**config.mk**
```make
export PLATFORM = sky130hd
export DESIGN_NAME = layer2_sequencer
export DESIGN_NICKNAME = d
export VERILOG_FILES = /design/src/rtl/layer2_sequencer.sv
export SDC_FILE = /design/constraint.sdc
export NUM_CORES = 1
export LEC_CHECK = 0
export ABC_AREA = 1
export CORE_UTILIZATION = 53
export DETAILED_ROUTE_END_ITERATION = 7
export GPL_ROUTABILITY_DRIVEN = 1
export GPL_TIMING_DRIVEN = 0
export PLACE_DENSITY = 0.95
export SLEW_MARGIN = 20
export SYNTH_ARGS = -nofsm -noshare
export SYNTH_HDL_FRONTEND = slang
export SYNTH_SLANG_ARGS = --single-unit
```
**constraint.sdc**
```tcl
create_clock -name clk -period 7.6 [get_ports clk]
set_clock_uncertainty 0.2 [all_clocks]
set_input_delay 1.52 -clock clk [delete_from_list [all_inputs] [get_ports clk]]
set_output_delay 1.52 -clock clk [all_outputs]
set_load 0.01 [all_outputs]
```
**src/rtl/layer2_sequencer.sv**
```systemverilog
// Time-multiplexes one layer2_neuron across NUM_OUT classes and reports the signed argmax.
// Optional logit stream: define LAYER2_SEQ_LOGIT_STREAM_EN.
module layer2_sequencer #(
  parameter  int NUM_OUT = 10,
  parameter  int NUM_IN  = 48,
  localparam int IW      = $clog2(NUM_OUT),
  localparam int AW      = $clog2(NUM_OUT*NUM_IN),
  localparam int MW      = $clog2(NUM_IN)
) (
  input  logic              clk,
  input  logic              rst,
  input  logic              start,
  input  logic [NUM_IN-1:0] act_bits,
  output logic              busy,
  output logic              done,
  output logic [IW-1:0]     class_idx,
  output logic [5:0]        class_score,
  output logic [AW-1:0]     w_addr,
  input  logic [1:0]        w_data,
  output logic [IW-1:0]     b_addr,
  input  logic [3:0]        b_data,
  output logic              n_start,
  output logic [1:0]        n_input_val,
  output logic [1:0]        n_weight,
  output logic [3:0]        n_bias,
  input  logic              n_done,
  input  logic [5:0]        n_result,
  input  logic [5:0]        n_mac_count,
  output logic              logit_valid,
  output logic [IW-1:0]     logit_idx,
  output logic [5:0]        logit
);

  typedef enum logic [2:0] {S_IDLE, S_LAUNCH, S_WAIT, S_RELEASE, S_FINISH} state_t;

  state_t            state_q;
  logic [IW-1:0]     nidx_q;
  logic [NUM_IN-1:0] act_q;
  logic [IW-1:0]     best_idx_q;
  logic [5:0]        best_score_q;
  logic              busy_q, done_q, n_start_q;
  logic [IW-1:0]     class_idx_q;
  logic [5:0]        class_score_q;
  logic [MW-1:0]     mac_idx;
  logic              capture;

  // Out-of-range MAC index (neuron idle / finishing) falls back to input 0.
  assign mac_idx     = (n_mac_count < 6'(NUM_IN)) ? MW'(n_mac_count) : '0;
  assign n_input_val = act_q[mac_idx] ? 2'b01 : 2'b11;
  assign w_addr      = AW'(nidx_q) * AW'(NUM_IN) + AW'(mac_idx);
  assign b_addr      = nidx_q;
  assign n_weight    = w_data;
  assign n_bias      = b_data;
  assign capture     = (state_q == S_WAIT) && n_done;

  assign busy        = busy_q;
  assign done        = done_q;
  assign n_start     = n_start_q;
  assign class_idx   = class_idx_q;
  assign class_score = class_score_q;

  always_ff @(posedge clk or posedge rst) begin
    if (rst) begin
      state_q       <= S_IDLE;
      nidx_q        <= '0;
      act_q         <= '0;
      best_idx_q    <= '0;
      best_score_q  <= '0;
      busy_q        <= 1'b0;
      done_q        <= 1'b0;
      n_start_q     <= 1'b0;
      class_idx_q   <= '0;
      class_score_q <= '0;
    end else begin
      done_q <= 1'b0;
      case (state_q)
        S_IDLE: if (start) begin
          act_q   <= act_bits;
          nidx_q  <= '0;
          busy_q  <= 1'b1;
          state_q <= S_LAUNCH;
        end
        S_LAUNCH: begin
          n_start_q <= 1'b1;
          state_q   <= S_WAIT;
        end
        S_WAIT: if (n_done) begin
          // Strict compare so ties keep the lower class index.
          if (nidx_q == '0 || $signed(n_result) > $signed(best_score_q)) begin
            best_score_q <= n_result;
            best_idx_q   <= nidx_q;
          end
          n_start_q <= 1'b0;
          state_q   <= S_RELEASE;
        end
        S_RELEASE: if (!n_done) begin
          if (nidx_q == IW'(NUM_OUT-1)) begin
            state_q <= S_FINISH;
          end else begin
            nidx_q  <= nidx_q + IW'(1);
            state_q <= S_LAUNCH;
          end
        end
        S_FINISH: begin
          class_idx_q   <= best_idx_q;
          class_score_q <= best_score_q;
          done_q        <= 1'b1;
          busy_q        <= 1'b0;
          state_q       <= S_IDLE;
        end
        default: state_q <= S_IDLE;
      endcase
    end
  end

`ifdef LAYER2_SEQ_LOGIT_STREAM_EN
  logic          lv_q;
  logic [IW-1:0] lidx_q;
  logic [5:0]    logit_q;

  always_ff @(posedge clk or posedge rst) begin
    if (rst) begin
      lv_q    <= 1'b0;
      lidx_q  <= '0;
      logit_q <= '0;
    end else begin
      lv_q <= capture;
      if (capture) begin
        lidx_q  <= nidx_q;
        logit_q <= n_result;
      end
    end
  end

  assign logit_valid = lv_q;
  assign logit_idx   = lidx_q;
  assign logit       = logit_q;
`else
  logic unused_capture;
  assign unused_capture = capture;
  assign logit_valid    = 1'b0;
  assign logit_idx      = '0;
  assign logit          = '0;
`endif

endmodule

```
==> impl_metrics.toml <==
[global_routing]
grt_pass1_vias = 3996
grt_pass1_wl_mm = 18.5
antenna_found_initial = 0
overflow = 0
grt_use_total = 0.276
grt_max_degree = 46

[setup_path]
critPathSlowestCell = "clkdlybuf4s50_1"
critical_path.startpoint_type = "primary input"
regToRegSetupSlack_ns = 5.48
crit_chain = "clkdlybuf4s50_1 -> nand2_1 -> nand2_1 -> inv_1 -> nand3_1 -> nand3_1 -> nand2_1 -> nand2_1 -> nand3_1 -> clkdlybuf4s50_1"
arrival_ns = 3.92
r2r-start = "best_score_q[5]$_DFFE_PP0P_"
r2r_end = "best_idx_q[2]$_DFFE_PP0P_"
critPathCaptureType = "primary output"
worst_ep_required_time_ns = 5.88
cp_num_buf_inv = 3
ff2ff_path_depth = 13
max_stage_delay_ns = 0.56
crit_start = "n_mac_count[5]"
cp-endpoint = "n_input_val[1]"
crit_top_cell = "nand2_1"
cp.depth = 10
path_max_fanout = 7
path_delay_family = "buffers and inverters"
worstSetupPathType = "primary input to primary output"

[sta]
rsz0062_at_grt = "no"
layout_min_cycle_time_ns = 5.64
fin_tns_setup_ns = 0
setup_viol = 0
max_slew_margin = 0.611
tightest_slew_ns = 0.584
hold_viol = 0
slew_viol_final = 0
max_freq_ghz = 0.177
hold_ws_ns = 0.275
fin_crit_sh = 0.742

[power_and_ir_drop]
vdd_ir_drop_max_mv = 0.182
p_clk_frac = 0.183
swShare = 0.410
cellPowerDensity_mw_per_mm2 = 358
seqPwrFrac = 0.342
power_leakage_uw = 0.00296
comb_power_share = 0.475
switchingPower_uw = 833
internal_power_uw = 1200

[yosys]
synth_area_leaders = "dfrtp_1 (45%), nand2_1 (19%), nand3_1 (13%)"
ys_top_cells_by_count = "nand2_1 (216), nand3_1 (114), dfrtp_1 (78), inv_1 (33), buf_4 (23)"
avgSynthCellArea_sq_um = 7.77
synthArstFlopShare = 1.00
yosysTopAreaCellShare = 0.453
syn_inst = 554
yosysTopAreaCell = "dfrtp_1"
synth_edf_count = 0
yosysWarningCount = 0
synthFlopType = "dfrtp_1"
yosysUniqueCellTypes = 32
synth_seq_cells = 78
ys_seq_area_frac = 0.453
syn-cell-area_sq_mm = 0.00431
synth.most_common_cell = "nand2_1"

[clock_network]
cts_root_buf = "clkbuf_8"
clk_pin_slew_ns = 0.07
tritoncts = "done"
h-tree-depth = 3
clock_path_buffers = 2
cts_resized = 0
post-cts-setup-buffer-count = 0
cts.sinks = 78
worstSkewPairLatency_ns = 0.35
hold_buffers = 0
cts_buffers = 9

[finish]
fin_nets = 758
area_growth_pct = 31.9
design_area_sq_mm = 0.00568
fill_cells = 593
drive_above_1_share = 0.0993
finalNonFillerCells = 777
final_core_util = 0.728
n_antenna_cell = 0

[routing]
ant_nets = 0
drc = 0
met2_length_mm = 5.44
highest_layer = "met4"
route.met3.wl_um = 775
wl_mm = 11.1
avgViaCountPerCell = 5.33
wl_met1_mm = 4.46
vias = 4143
drt-pass1-iter-count = 5
wire_per_inst_um = 14.3
drtIter0Drc = 236

[floorplan]
io_pins = 115
num_rows = 32
die_h_um = 92.1
dieWidth_um = 92.1
coreArea_sq_mm = 0.00781
start_util = 0.551
die-area_sq_mm = 0.00849

[run]
maxCapViolCount = 0

[placed_design]
dp_cells = 762
dp_hpwl_mm = 8.06
port-buffer-count = 95
place_area_sq_mm = 0.00544
gp_congestion = 0.925

[worst_hold_path]
hp-class = "flip-flop to flip-flop"

[outcome]
status = "complete, no violations"
## how the worst min path moves through the flow
stage,startpoint,to,slack [ns],cells after the start
2_1_floorplan,act_q[15]$_DFFE_PP0P_,act_q[15]$_DFFE_PP0P_,0.24,2
3_3_place_gp,best_score_q[1]$_DFFE_PP0P_,best_score_q[1]$_DFFE_PP0P_,0.25,2
3_5_place_dp,best_score_q[4]$_DFFE_PP0P_,best_score_q[4]$_DFFE_PP0P_,0.26,2
4_1_cts,best_score_q[4]$_DFFE_PP0P_,best_score_q[4]$_DFFE_PP0P_,0.28,2
5_1_grt,act_q[18]$_DFFE_PP0P_,act_q[18]$_DFFE_PP0P_,0.30,2
6_report,best_idx_q[3]$_DFFE_PP0P_,best_idx_q[3]$_DFFE_PP0P_,0.27,2
## power groups by stage
stage	clock (uW)	sequential [uW]	combinational, uW
detailed placement	0	697	950
global route	394	715	1080
finish	372	694	966
floorplan	0	672	687
global placement	0	689	898
CTS	374	692	962
## area by class of cell
class	count	area, sq um	share of cell area
Multi-Input combinational cell	406	1960	0.344
Sequential cell	78	1950	0.344
Timing Repair Buffer	96	971	0.171
Buffer	43	294	0.0518
Inverter	37	144	0.0253
Clock buffer	11	141	0.0249
Tap cell	102	128	0.0225
Clock inverter	4	95.1	0.0167
## cell usage in the layout (no fill, tap or decap), types with 2 or more instances in the layout
master / count
nand2_1: 216
nand3_1: 114
clkdlybuf4s50_1: 95
dfrtp_1: 78
inv_1: 32
buf_4: 23
ha_1: 15
nor2_1: 13
conb_1: 12
clkbuf_8: 10
clkbuf_1: 8
o21ai_0: 8
buf_2: 7
buf_6: 5
nand2_2: 4
a21oi_1: 4
inv_2: 3
xor2_1: 3
bufinv_16: 3
o21ai_2: 2
inv_4: 2
xnor2_1: 2
fa_1: 2
## metrics by stage
stage / power [uW] / setup WS (ns)
3_5_place_dp: 1650 / 2.05
2_1_floorplan: 1360 / 3.34
5_1_grt: 2190 / 1.88
4_1_cts: 2030 / 2.04
3_3_place_gp: 1590 / 2.11
6_report: 2030 / 1.96
## layer usage
metal | track usage | vias up
li1 | - | 1968
met1 | 0.357 | 1911
met2 | 0.456 | 220
met3 | 0.0348 | 44
met4 | 0.143 | 0
met5 | 0 | -
## cell families after synthesis
| kind of cell | synth area share |
|---|---|
| buffers and inverters | 0.101 |
| other | 0.00174 |
| adder cells (fa/ha/maj) | 0.0529 |
| flip-flops | 0.453 |
| AO/OA/AOI/OAI | 0.0230 |
| XOR/XNOR | 0.0102 |
| AND/OR/NAND/NOR | 0.358 |
## worst register-to-register path, cell delays in order, from the launching register on
cell and delay [ns]:
dfrtp_1 0.36, inv_1 0.06, ha_1 0.33, nand2_1 0.09, nor2_1 0.15, nand2_1 0.09, nand3_1 0.08, nand2_1 0.05
nand2_1 0.06, nand2_1 0.05, nand2_1 0.06, nand2_1 0.22, nand2_1 0.16, nand2_1 0.06
## sequential cells by signal (all words and copies together), names as in the netlist
register,flops
n_start,1
state_q,3
best_score_q,6
done,1
class_idx,4
class_score,6
busy,1
act_q,48
b_addr,4
best_idx_q,4
No activity file was read; power rests on OpenSTA's default activity.
